### src/rtl/register_bus_pkg.sv
// rtl/register_bus_pkg.sv - shared definitions for the register-bank toggle bus
package register_bus_pkg;

  localparam int DATA_W_DEF = 8;
  localparam int IDX_W_DEF  = 3;

  localparam logic [1:0] OP_WRITE = 2'b00;
  localparam logic [1:0] OP_READ2 = 2'b01;
  localparam logic [1:0] OP_READ1 = 2'b10;
  localparam logic [1:0] OP_NOP   = 2'b11;

  typedef enum logic [2:0] {
    IDLE,
    SETUP,
    FIRE,
    WR_HOLD,
    WAIT_RSP,
    DONE_ST
  } state_t;

endpackage

### src/rtl/toggle_sync.sv
// rtl/toggle_sync.sv - synchroniser chain for an asynchronous toggle plus event detect
module toggle_sync #(
  parameter int STAGES = 2
) (
  input  logic clk,
  input  logic rst,
  input  logic toggle_in,
  output logic toggle_evt
);

  logic [STAGES-1:0] chain;
  logic              last;

  always_ff @(posedge clk or posedge rst) begin
    if (rst) begin
      chain <= '0;
      last  <= 1'b0;
    end else begin
      chain <= {chain[STAGES-2:0], toggle_in};
      last  <= chain[STAGES-1];
    end
  end

  // last follows the synchronised level, so it moves on every event
  assign toggle_evt = chain[STAGES-1] != last;

endmodule

### src/rtl/register_requester.sv
// rtl/register_requester.sv - initiator for the register-bank toggle protocol
module register_requester
  import register_bus_pkg::*;
#(
  parameter int DATA_W      = DATA_W_DEF,
  parameter int IDX_W       = IDX_W_DEF,
  parameter int SYNC_STAGES = 2,
  parameter int TIMEOUT     = 15,
  parameter int WR_SETTLE   = 2
) (
  input  logic              CLK,
  input  logic              RESET,
  input  logic              REQ_VALID,
  output logic              REQ_READY,
  input  logic [1:0]        REQ_OP,
  input  logic [IDX_W-1:0]  REQ_INDEX_A,
  input  logic [IDX_W-1:0]  REQ_INDEX_B,
  input  logic [DATA_W-1:0] REQ_DATA,
  output logic              LI_CONTROLER,
  output logic [1:0]        OPERATION,
  output logic [IDX_W-1:0]  INDEX_0,
  output logic [IDX_W-1:0]  INDEX_1,
  output logic [DATA_W-1:0] DATA_IN,
  input  logic              RESPONSE,
  input  logic [DATA_W-1:0] DATA_OUT_0,
  input  logic [DATA_W-1:0] DATA_OUT_1,
  output logic              DONE,
  output logic              ERR,
  output logic [DATA_W-1:0] RD_DATA_A,
  output logic [DATA_W-1:0] RD_DATA_B,
  output logic              TIMEOUT_FLAG,
  output logic              STRAY_FLAG
);

  localparam int CNT_MAX = (TIMEOUT > WR_SETTLE) ? TIMEOUT : WR_SETTLE;
  localparam int CNT_W   = $clog2(CNT_MAX + 1);
  localparam logic [CNT_W-1:0] TO_LAST = CNT_W'(TIMEOUT - 1);
  localparam logic [CNT_W-1:0] WR_LAST = CNT_W'(WR_SETTLE - 1);

  state_t           state, next_state;
  logic [CNT_W-1:0] cnt;
  logic             rsp_evt;
  logic             timed_out;

  toggle_sync #(.STAGES(SYNC_STAGES)) u_rsp_sync (
    .clk        (CLK),
    .rst        (RESET),
    .toggle_in  (RESPONSE),
    .toggle_evt (rsp_evt)
  );

  assign REQ_READY = (state == IDLE);
  assign timed_out = (state == WAIT_RSP) && !rsp_evt && (cnt == TO_LAST);

  always_comb begin
    next_state = state;
    case (state)
      IDLE:     if (REQ_VALID) next_state = (REQ_OP == OP_NOP) ? DONE_ST : SETUP;
      SETUP:    next_state = FIRE;
      FIRE: begin
        case (OPERATION)
          OP_WRITE:           next_state = WR_HOLD;
          OP_READ2, OP_READ1: next_state = WAIT_RSP;
          default:            next_state = DONE_ST;
        endcase
      end
      WR_HOLD:  if (cnt == WR_LAST) next_state = DONE_ST;
      WAIT_RSP: if (rsp_evt || timed_out) next_state = DONE_ST;
      DONE_ST:  next_state = IDLE;
      default:  next_state = IDLE;
    endcase
  end

  always_ff @(posedge CLK or posedge RESET) begin
    if (RESET) begin
      state        <= IDLE;
      cnt          <= '0;
      LI_CONTROLER <= 1'b0;
      OPERATION    <= OP_NOP;
      INDEX_0      <= '0;
      INDEX_1      <= '0;
      DATA_IN      <= '0;
      DONE         <= 1'b0;
      ERR          <= 1'b0;
      RD_DATA_A    <= '0;
      RD_DATA_B    <= '0;
      TIMEOUT_FLAG <= 1'b0;
      STRAY_FLAG   <= 1'b0;
    end else begin
      state <= next_state;
      DONE  <= (next_state == DONE_ST);
      ERR   <= (next_state == DONE_ST) && ((state == IDLE) || timed_out);

      if (state == WR_HOLD || state == WAIT_RSP) cnt <= cnt + 1'b1;
      else                                       cnt <= '0;

      // bus is loaded at accept so it is stable through SETUP, ahead of the toggle
      if (state == IDLE && next_state == SETUP) begin
        OPERATION <= REQ_OP;
        INDEX_0   <= REQ_INDEX_A;
        INDEX_1   <= REQ_INDEX_B;
        DATA_IN   <= REQ_DATA;
      end else if (next_state == DONE_ST) begin
        OPERATION <= OP_NOP;
      end

      if (state == SETUP) LI_CONTROLER <= ~LI_CONTROLER;

      if (state == WAIT_RSP && rsp_evt) begin
        RD_DATA_A <= DATA_OUT_0;
        RD_DATA_B <= (OPERATION == OP_READ2) ? DATA_OUT_1 : '0;
      end

      if (timed_out)                     TIMEOUT_FLAG <= 1'b1;
      if (rsp_evt && state != WAIT_RSP)  STRAY_FLAG   <= 1'b1;
    end
  end

endmodule

### config.mk
export PLATFORM = sky130hd
export DESIGN_NAME = register_requester
export DESIGN_NICKNAME = d
export VERILOG_FILES = /design/src/rtl/register_bus_pkg.sv /design/src/rtl/toggle_sync.sv /design/src/rtl/register_requester.sv
export SDC_FILE = /design/constraint.sdc
export NUM_CORES = 1
export LEC_CHECK = 0
export CAP_MARGIN = 15
export CORE_MARGIN = 5
export CORE_UTILIZATION = 40
export CTS_CLUSTER_SIZE = 40
export DETAILED_ROUTE_END_ITERATION = 6
export PLACE_DENSITY_LB_ADDON = 0.08
export SYNTH_ARGS = -nofsm -noshare
export SYNTH_HDL_FRONTEND = slang
export SYNTH_SLANG_ARGS = --single-unit
### constraint.sdc
create_clock -name CLK -period 2.1 [get_ports CLK]
set_clock_uncertainty 0.05 [all_clocks]
set_input_delay 0.525 -clock CLK [delete_from_list [all_inputs] [get_ports CLK]]
set_output_delay 0.525 -clock CLK [all_outputs]
set_load 0.01 [all_outputs]
## After elaboration in Yosys (flattened, before gate mapping)

Index checks and enable logic that the tools add are counted.
W data, S select, Z words.

- $add $sub $neg: 1
- Eq/ne operators: 13
- Muxes and demuxes: 10
- Bitwise gates (word level): 1
- Reductions and logical operators: 14

Operators by type and width:

| operator | count |
|---|---|
| $pmux W3 S5 | 1 |
| $mux W3 | 4 |
| $mux W8 | 1 |
| $eq A3 B1 Y1 const B | 2 |
| $eq A3 B2 Y1 const B | 2 |
| $eq A3 B3 Y1 const B | 2 |
| $logic_and A1 B1 Y1 | 6 |
| $pmux W3 S2 | 1 |
| $add A4 B1 Y4 const B | 1 |
| $eq A2 B2 Y1 const B | 2 |
| $eq A4 B1 Y1 const B | 1 |
| $eq A4 B4 Y1 const B | 1 |
| $mux W2 | 2 |
| $mux W4 | 1 |
| $logic_not A3 Y1 | 1 |
| $logic_or A1 B1 Y1 | 3 |
| $ne A3 B3 Y1 const B | 1 |
| $eq A2 B1 Y1 const B | 1 |
| $logic_not A2 Y1 | 1 |
| $reduce_bool A2 Y1 | 1 |
| $reduce_or A2 Y1 | 1 |
| $logic_not A1 Y1 | 1 |
| $ne A1 B1 Y1 | 1 |
| $not A1 Y1 | 1 |

- Register bits: 47
- Bits of input ports: 36
- Output and inout port bits: 38

## Longest topological paths before layout

Gate-level depths: netlist (run 1).

- Word-level depth: 10
- Gate-level depth with buffers: 6
- Gate-level depth less buffers: 6

## Hierarchy

Synthesis (run 1) repeated with hierarchy kept, for this count alone.

- Cell total of the unflattened synthesis: 155
- Area total of the unflattened synthesis: 2033.2 um^2

Modules (own cells, without submodules):

| module | instances | cells an instance | area an instance (um^2) |
|---|---|---|---|
| register_requester | 1 | 150 | 1945.6 |
| toggle_sync | 1 | 5 | 87.6 |

## Worst setup path after synthesis (run 1)

Ideal clock, no wire load.

- Kind: reg-to-reg
- From: register state[1]
- To: register DATA_IN[0]
- Arrival time: 1484 ps
- Setup slack: 441 ps
- Stages on the path, launching flop included: 7
- Path buffers: 2
- Path through: dfrtp_1 buf_6 nor3_4 nand2_2 a21o_4 buf_12 mux2_4

RTL lines:

| item | line | RTL |
|---|---|---|
| start: declaration | register_requester.sv:40 | `state_t state, next_state;` |
| start signal: assignment | register_requester.sv:90 | `state <= next_state;` |
| $logic_not A3 Y1 (*) | n/a |  |
| via REQ_READY | register_requester.sv:14 | `output logic REQ_READY,` |
| $pmux W3 S5 | register_requester.sv:57 | `case (state)` |
| $eq A3 B1 Y1 | register_requester.sv:98 | `if (state == IDLE && next_state == SETUP) begin` |
| $logic_and A1 B1 Y1 (*) | register_requester.sv:98 |  |
| end signal: assignment | register_requester.sv:82 | `DATA_IN <= '0;` |
| end signal: assignment | register_requester.sv:102 | `DATA_IN <= REQ_DATA;` |
| end: declaration | register_requester.sv:23 | `output logic [DATA_W-1:0] DATA_IN,` |

Mark *: on every way through the listed nets, which the timed path passes. The rest lies on a longest branch.
A chain may end at the register's enable or synchronous reset.

## Worst setup path in the final report (run 1)

- From: register OPERATION[0]
- To: output OPERATION[0]

RTL lines:

| item | line | RTL |
|---|---|---|
| start: declaration | register_requester.sv:20 | `output logic [1:0] OPERATION,` |
| start signal: assignment | register_requester.sv:79 | `OPERATION <= OP_NOP;` |
| start signal: assignment | register_requester.sv:99 | `OPERATION <= REQ_OP;` |
| start signal: assignment | register_requester.sv:104 | `OPERATION <= OP_NOP;` |

No word-level cell between the ends.

==> results of run 1 <==
path summary, 6_finish.rpt:
path | to | from
min reg2reg | u_rsp_sync.chain[1] | u_rsp_sync.chain[0]
max reg2reg | RD_DATA_A[3] | state[1]
max | OPERATION[0] | OPERATION[0]
min in group asynchronous | u_rsp_sync.last | RESET
min | u_rsp_sync.chain[1] | u_rsp_sync.chain[0]
max in group asynchronous | OPERATION[0] | RESET
registers in the layout (all words and copies together), names as in the netlist, 3 cells and up:
name / count
RD_DATA_B: 8
cnt: 4
INDEX_0: 3
state: 3
INDEX_1: 3
DATA_IN: 8
RD_DATA_A: 8
final cells by class:
cell class	count	area share [%]
Sequential cell	47	40.8
Timing Repair Buffer	77	26.7
Multi-Input combinational cell	95	25.8
Tap cell	67	2.90
Clock buffer	6	2.85
Inverter	6	0.779
Clock inverter	1	0.173
power breakdown:
part / internal, mW / leakage [nW] / switching [mW] / total (mW)
clock: 0.259 / 0.0470 / 0.278 / 0.537
sequential: 1.29 / 0.576 / 0.239 / 1.53
combinational: 1.09 / 0.666 / 0.718 / 1.80
total: 2.63 / 1.29 / 1.24 / 3.87
placed cells by master (no fill, tap or decap):
cell	synthesis	routed
sky130_fd_sc_hd__inv_2	0	1
sky130_fd_sc_hd__dfrtp_2	0	1
sky130_fd_sc_hd__nand2_2	2	2
sky130_fd_sc_hd__buf_12	1	1
sky130_fd_sc_hd__o211ai_1	2	2
sky130_fd_sc_hd__mux2_2	11	11
sky130_fd_sc_hd__inv_1	6	5
sky130_fd_sc_hd__clkdlybuf4s50_1	0	72
sky130_fd_sc_hd__and2b_2	1	1
sky130_fd_sc_hd__a21oi_1	4	4
sky130_fd_sc_hd__dlygate4sd2_1	0	1
sky130_fd_sc_hd__nor3b_1	1	1
sky130_fd_sc_hd__ha_1	5	5
sky130_fd_sc_hd__dfstp_2	2	2
sky130_fd_sc_hd__clkbuf_8	0	6
sky130_fd_sc_hd__and3_1	1	1
sky130_fd_sc_hd__a21o_4	1	1
sky130_fd_sc_hd__clkinv_2	0	1
sky130_fd_sc_hd__nand2_1	20	20
sky130_fd_sc_hd__nor2b_1	3	3
sky130_fd_sc_hd__nor3_4	1	1
sky130_fd_sc_hd__nand3_1	1	1
sky130_fd_sc_hd__dfrtp_1	45	44
sky130_fd_sc_hd__mux2_4	11	11
sky130_fd_sc_hd__a21boi_0	1	1
sky130_fd_sc_hd__nand4_1	1	1
sky130_fd_sc_hd__xnor2_1	1	1
sky130_fd_sc_hd__o21ai_0	9	9
sky130_fd_sc_hd__buf_4	0	3
sky130_fd_sc_hd__a21o_1	4	4
sky130_fd_sc_hd__a31oi_1	1	1
sky130_fd_sc_hd__nor3b_4	1	1
sky130_fd_sc_hd__a311oi_1	1	1
sky130_fd_sc_hd__nand3b_1	1	1
sky130_fd_sc_hd__nor2_1	8	8
sky130_fd_sc_hd__xor2_1	3	3
cell families (layout without fill, tap and decap cells):
logic type / after synthesis / count (layout)
XOR/XNOR: 4 / 4
multiplexers: 22 / 22
AND/OR/NAND/NOR: 41 / 41
flip-flops: 47 / 47
adder cells (fa/ha/maj): 5 / 5
buffers and inverters: 12 / 90
AO/OA/AOI/OAI: 23 / 23
metal layers:
layer,up-vias,share of wire [%],track usage [%]
met4,0,0.83,3.55
met5,-,0,0
met3,5,8.6,5.43
met2,53,48,23.1
li1,669,-,-
met1,637,43,17.8
metrics by stage:
stage | utilization [%] | cells | area (sq um) | hold WS (ns)
finish | 60.4 | 299 | 2890 | 0.303
global route | 60.4 | 299 | 2890 | 0.314
CTS | 60.4 | 299 | 2890 | 0.305
detailed placement | 58.6 | 292 | 2810 | 0.287
global placement | 58.6 | 292 | 2810 | 0.285
floorplan | - | 154 | 2010 | 0.281
what timing repair did:
action	4_1_cts	5_1_grt
setup buffers	0	0
resized for setup	2	0
setup endpoints to repair	1	0
==> flow_results.org, run 1 <==
** Outcome
- The run finished with clean final reports.

** Logic synthesis
- Simple-gate area share of the yosys netlist :: 10.6%
- Sequential element share of the synthesized area :: 58.7%
- Area leader, netlist :: sky130_fd_sc_hd__dfrtp_1
- Synthesis produced a netlist whose cell count is 154.
- By area, the combinational part of the netlist is dominated by multiplexers.
- The commonest cells after synthesis are 45 x sky130_fd_sc_hd__dfrtp_1, 20 x sky130_fd_sc_hd__nand2_1, 11 x sky130_fd_sc_hd__mux2_2, 11 x sky130_fd_sc_hd__mux2_4, 9 x sky130_fd_sc_hd__o21ai_0.
- After synthesis, the mean cell area works out to 13.0 sq um.
- In the synthesized netlist the dominant register cell turns out to be sky130_fd_sc_hd__dfrtp_1.
- Post-synth EDFFs :: 0
- Synthesized flop and latch total :: 47
- For this run, the number of Yosys warnings is 0.
- Share of the synthesized area in compound gates (AO/OA/AOI/OAI) :: 7.35%
- By instance count, the leading cell after synthesis is sky130_fd_sc_hd__dfrtp_1.
- Synthesized-area fraction occupied by xor and xnor cells :: 1.74%
- After Yosys synthesis, full adders, half adders and majority gates account for 3.11% of the synthesized area.
- After synthesis, the share of flip-flops with an asynchronous set or reset is 100%.
- Counting distinct cell types in the post-synthesis netlist gives 32.
- Yosys attributes the largest share of cell area to sky130_fd_sc_hd__dfrtp_1 56%, sky130_fd_sc_hd__mux2_4 8.2%, sky130_fd_sc_hd__mux2_2 6.2%, sky130_fd_sc_hd__nand2_1 3.7%, sky130_fd_sc_hd__ha_1 3.1%.
- Summing every instance area after synthesis gives 2010 sq um.
- When the netlist entered floorplanning its net count stood at 195.
- Measured against the total synthesized area, the mux share comes to 14.4%.
- Area share of the leading cell type in the synthesized netlist :: 56.0%

** Clock tree
- Clock sink count :: 47
- CTS Buf Count :: 5
- For this design, the CTS-stage hold fixing added 0 buffers.
- Clock tree buffer depth :: 2
- For the worst-skew pair, the clock arrives at the later sink with an insertion delay of 0.28 ns.
- The tree is rooted in a sky130_fd_sc_hd__clkbuf_8.
- Clock-pin slew was measured on the worst setup and hold paths at 0.08 ns.
- CTS tree :: done
- H-tree Lvls :: 2

** Cells and area
- In the final layout, the share of cells above drive strength 1 is 18.5%.
- In the final layout, the multi-input gates occupy 747 sq um.
- Layout net count :: 273
- 0 antenna diodes ended up in the layout.
- Relative to the synthesized area, the layout overhead comes to 44.0%.
- Combined flip-flop and latch cell area :: 1180 sq um
- Number of fill cells in the layout :: 399

** STA
- Headroom to the max-slew limit came out at 70.8%.
- Number of setup violations in the final report :: 0
- For the pin with the worst max-slew slack, the measured transition is 0.436 ns.
- The final count of hold timing violations is 0.
- Unrepaired setup endpoints after global routing :: no
- Final-layout setup total negative slack :: 0 ns
- Clock period minus worst slack :: 1.94 ns
- Derived from the worst setup path, the maximum achievable clock frequency is 515 MHz.
- Fin. max-slew vios :: 0
- Final cycle utilization of the critical path :: 92.5%
- Once routing completed, OpenROAD measured the worst setup slack at 0.158 ns.

** Global routing
- The number of antenna violations at the first check in global routing was 0.
- Final global-route overflow total :: 0
- Global-route total usage across every layer :: 14.2%
- First-pass GRT wire length :: 7110 um
- Entering global routing, the biggest net connects 27 pins.
- Via count of the first global-routing pass :: 1484

** Floorplanning
- The floorplan step set the die height to 80.9 um.
- After floorplanning, the core was sized to cover 4790 sq um.
- Cell Rows :: 25
- Measured along the x axis, the die boundary spans 80.9 um.
- Die Area :: 6540 sq um
- Starting utilization of the core area :: 42.0%
- In this run the count of I/O pins placed on the die edge is 74.

** Worst setup path
- Worst-path fanout max :: 3
- Worst r2r path cells :: 4
- On the critical path the largest part of the delay comes from flip-flops.
- The critical path in this run is classified as reg -> out.
- For flop-to-flop paths, the worst setup slack is 0.39 ns.
- Worst Setup Start Kind :: flop
- The slowest stage of the critical path belongs to the cell sky130_fd_sc_hd__dfstp_2.
- Series of cell instances along the critical path :: clkdlybuf4s50_1
- Arrival time worst endpoint :: 1.37 ns
- STA puts the critical path data required time at 1.52 ns.
- Crit. End Element :: output pin
- Together, buffers and inverters on the worst path number 1.
- Total stage count of the critical path :: 1
- Maximum single-stage delay on the critical path :: 0.55 ns

** Power
- Maximum VDD drop :: 0.000667 V
- In this run the static leakage power is 1.29 nW.
- Sum of internal, switching and leakage power :: 3.87 mW
- In this run the power density over the cells is 1340 nW/um^2.

** Worst hold path
- The worst hold path belongs to the class reg -> reg.
- Hold path depth :: 0

** Run
- Max-cap viol count :: 0

** Place
- OpenSTA, run right after detailed placement, puts the worst setup slack at 0.172 ns.
- The congestion estimate from routability-driven global placement came to 0.741.
- Number of port buffers :: 73
- Hpwl dp :: 3380 um

** Routing
- Iteration-0 DRC Markers :: 56
- Wire length reported by the detailed router :: 4350 um
- Vias/cell :: 4.56
- Vias :: 1364
- First-pass detailed-route iteration total :: 4
- After detailed routing, the number of remaining DRC violations is 0.
- Count of nets left with antenna violations after detail routing :: 0
- In the final routed layout, each cell accounts on average for 14.5 um.
No activity file was read; power rests on OpenSTA's default activity.
==> run 2, diff against run 1 <==
--- a/config.mk
+++ b/config.mk
@@ -10,7 +10,9 @@
 export CORE_UTILIZATION = 40
 export CTS_CLUSTER_SIZE = 40
 export DETAILED_ROUTE_END_ITERATION = 6
+export GPL_ROUTABILITY_DRIVEN = 0
 export PLACE_DENSITY_LB_ADDON = 0.08
+export RECOVER_POWER = 25
 export SYNTH_ARGS = -nofsm -noshare
 export SYNTH_HDL_FRONTEND = slang
 export SYNTH_SLANG_ARGS = --single-unit
==> flow_results.org, run 2 (same netlist as run 1, synthesis figures left out) <==
** STA
- The total negative slack for setup checks was 0 ns (unchanged).
- Worst slew pin tran :: 0.653 ns (+0.217 ns)
- The number of pins with negative max-slew slack in the final report came to 0 (unchanged).
- The post-layout worst setup margin is 0.157 ns (-0.000981 ns).
- Number of hold violations in the final report :: 0 (unchanged)
- Number of setup violations in the final report :: 0 (unchanged)
- Setup repair after global routing left no endpoint under its margin.
- Headroom to the max-slew limit :: 56.5% (-14 points)
- Highest attainable clock frequency :: 515 MHz (about the same)
- The final worst-path cycle share is 92.5% (about the same).
- The post-layout minimum cycle time was 1.94 ns (+0.000981 ns).

** Clock tree
- CTS Buf Count :: 5 (unchanged)
- Clock tree buffer depth :: 2 (unchanged)
- The worst-skew pair later-pin latency came to 0.28 ns (about the same).
- The number of sinks handled by clock tree synthesis came to 47 (unchanged).
- Register clock-pin slew on the reported worst setup and hold paths :: 0.08 ns (about the same)
- TritonCTS built the clock tree.
- Cell at the root of the clock tree :: sky130_fd_sc_hd__clkbuf_8
- H-tree Lvls :: 2 (unchanged)

** Routing
- The average wire length per cell after detail routing is 14.6 um (+0.69%).
- Vias/cell :: 4.60 (+0.88%)
- First-pass detailed-route iteration total :: 4 (unchanged)
- Count of nets left with antenna violations after detail routing :: 0 (unchanged)
- The total number of vias came to 1376 (+0.88%).
- The overall routed net length was 4380 um (+0.69%).
- Iteration-0 DRC Markers :: 56 (unchanged)
- The number of DRC violations after detailed routing is 0 (unchanged).

** Worst hold path
- Type of the worst min-delay path :: reg -> reg

** Place
- Hpwl dp :: 3380 um (unchanged)
- Number of port buffers :: 73 (unchanged)
- The worst setup timing slack at the placement stage came to 0.172 ns (unchanged).
- Area of placed instances :: 2810 sq um (unchanged)

** Worst setup path
- Cell family contributing the most delay on the critical path :: flip-flops
- Launch point of the worst path :: OPERATION[0]
- Arrival time worst endpoint :: 1.37 ns (about the same)
- Worst Setup Start Kind :: flop
- Series of cell instances along the critical path :: clkdlybuf4s50_1
- In this run the critical register-to-register path is launched from state[1].
- Maximum single-stage delay on the critical path :: 0.55 ns (about the same)
- Reg-to-reg setup timing slack :: 0.39 ns (about the same)
- Total buffers and inverters traversed by the critical path :: 1 (unchanged)
- The top fanout value on the critical path is 3 (unchanged).
- Among all stages on the critical path, the largest delay is contributed by sky130_fd_sc_hd__dfstp_2.
- Data required time at the worst endpoint :: 1.52 ns (about the same)
- Worst r2r path cells :: 4 (unchanged)
- In this run the critical register-to-register path is captured at RD_DATA_A[3].
- The critical path is of the reg -> out type.
- Crit. End Element :: output pin
- Destination of the critical timing path :: OPERATION[0]
- The number of logic stages on the critical path including buffering is 1 (unchanged).

** Power
- The net switching power figure came to 1.24 mW (+0.12%).
- The switching fraction of total power came to 32.0% (+0.059 points).
- Relative contribution of sequential cells to total power :: 39.6% (about the same)
- Maximum VDD drop :: 0.000668 V (+0.14%)
- Leak Pwr :: 1.29 nW (-0.28%)
- Internal portion of total power :: 2.63 mW (-0.15%)
- The relative contribution of combinational cells to total power is 46.5% (about the same).
- The clock share of power is 13.9% (about the same).
- The total power draw was 3.87 mW (about the same).
- Total power per unit cell area :: 1340 nW/um^2 (+0.45%)

** Global routing
- Met2 demand-to-capacity share in global routing :: 23.1% (unchanged)
- Busiest layer in global routing :: met2
- Met3 demand-to-capacity share in global routing :: 5.43% (unchanged)
- The number of antenna violations at the first check in global routing came to 0 (unchanged).
- The global routing met1 resource utilization came to 17.8% (unchanged).
- The maximum number of pins on one net before global-route repair is 27 (unchanged).
- Via count of the first global-routing pass :: 1484 (unchanged)
- The global-route total usage across every layer was 14.2% (unchanged).
- First-pass GRT wire length :: 7110 um (unchanged)
- Final global-route overflow total :: 0 (unchanged)

** Cells and area
- The final-stage net count came to 273 (unchanged).
- The number of antenna repair diodes was 0 (unchanged).
- Relative to the synthesized area, the layout overhead comes to 43.2%.
- Final standard cell area without fillers :: 2880 sq um (-0.52%)
- The library cell used most frequently in the layout, excluding fill and tap cells, is sky130_fd_sc_hd__clkdlybuf4s50_1.
- Largest registers in the final layout :: DATA_IN: 8 flops, RD_DATA_A: 8 flops, RD_DATA_B: 8 flops
- The fraction of layout instances using a drive strength above 1 came to 18.1% (-0.43 points).
- Most frequent cells in the layout :: 70 x sky130_fd_sc_hd__clkdlybuf4s50_1, 44 x sky130_fd_sc_hd__dfrtp_1, 20 x sky130_fd_sc_hd__nand2_1

** Floorplanning
- The standard cell core area was 4790 sq um (unchanged).
- Cell Rows :: 25 (unchanged)
- Ports placed on the boundary :: 74 (unchanged)
- The starting density of the core was 42.0% (unchanged).
- Die X :: 80.9 um (unchanged)
- Die Area :: 6540 sq um (unchanged)
- The height of the chip came to 80.9 um (unchanged).

** Outcome
- The flow ran to the end, and the final reports show no timing, DRC or antenna violations.

** Run
- The count of max-cap constraint violations was 0 (unchanged).
[run 2: final cells by class]
| cell class | count | area, sq um |
|---|---|---|
| clock buffer | 6 | 82.6 |
| fill | 401 | 1910 |
| tap | 67 | 83.8 |
| inverter | 6 | 22.5 |
| timing repair buffer | 77 | 757 |
| multi-input combinational | 95 | 747 |
| sequential | 47 | 1180 |
| clock inverter | 1 | 5.00 |
[run 2: routing by layer]
layer	vias to the layer above	wire (um)
met3	6	382
met2	55	2080
met4	0	36
met1	645	1880
met5	-	0
li1	670	-
[run 2: worst min-delay path by stage]
stage	from	end	slack, ns	depth (start not counted)
after floorplan	u_rsp_sync.chain[0]	u_rsp_sync.chain[1]	0.28	0
after CTS	u_rsp_sync.chain[0]	u_rsp_sync.chain[1]	0.31	0
after global placement	u_rsp_sync.chain[0]	u_rsp_sync.chain[1]	0.28	0
after global routing	u_rsp_sync.chain[0]	u_rsp_sync.chain[1]	0.31	0
final	u_rsp_sync.chain[0]	u_rsp_sync.chain[1]	0.30	0
after detailed placement	u_rsp_sync.chain[0]	u_rsp_sync.chain[1]	0.29	0
[run 2: metrics by stage]
stage	util, %	hold WS [ns]	instances
final	60.1	0.304	299
after global placement	58.6	0.285	292
after detailed placement	58.6	0.287	292
after floorplan	-	0.281	154
after CTS	60.4	0.305	299
after global routing	60.1	0.314	299
[run 2: power groups by stage]
stage | logic [mW] | clock network (mW) | registers, mW
floorplan | 0.811 | 0 | 1.66
global placement | 1.81 | 0 | 1.51
detailed placement | 1.84 | 0 | 1.54
CTS | 1.84 | 0.559 | 1.53
global route | 1.95 | 0.593 | 1.59
finish | 1.80 | 0.538 | 1.53
[run 2: repair_timing]
action / 4_1_cts / 5_1_grt
setup endpoints to repair: 1 / 0
setup buffers: 0 / 0
hold buffers: 0 / 0
resized for setup: 2 / 0
==> run 3, diff against run 2 <==
--- a/config.mk
+++ b/config.mk
@@ -5,7 +5,6 @@
 export SDC_FILE = /design/constraint.sdc
 export NUM_CORES = 1
 export LEC_CHECK = 0
-export CAP_MARGIN = 15
 export CORE_MARGIN = 5
 export CORE_UTILIZATION = 40
 export CTS_CLUSTER_SIZE = 40
==> results of run 3 <==
Final layout, timing and power as in run 2 (identical DEF).
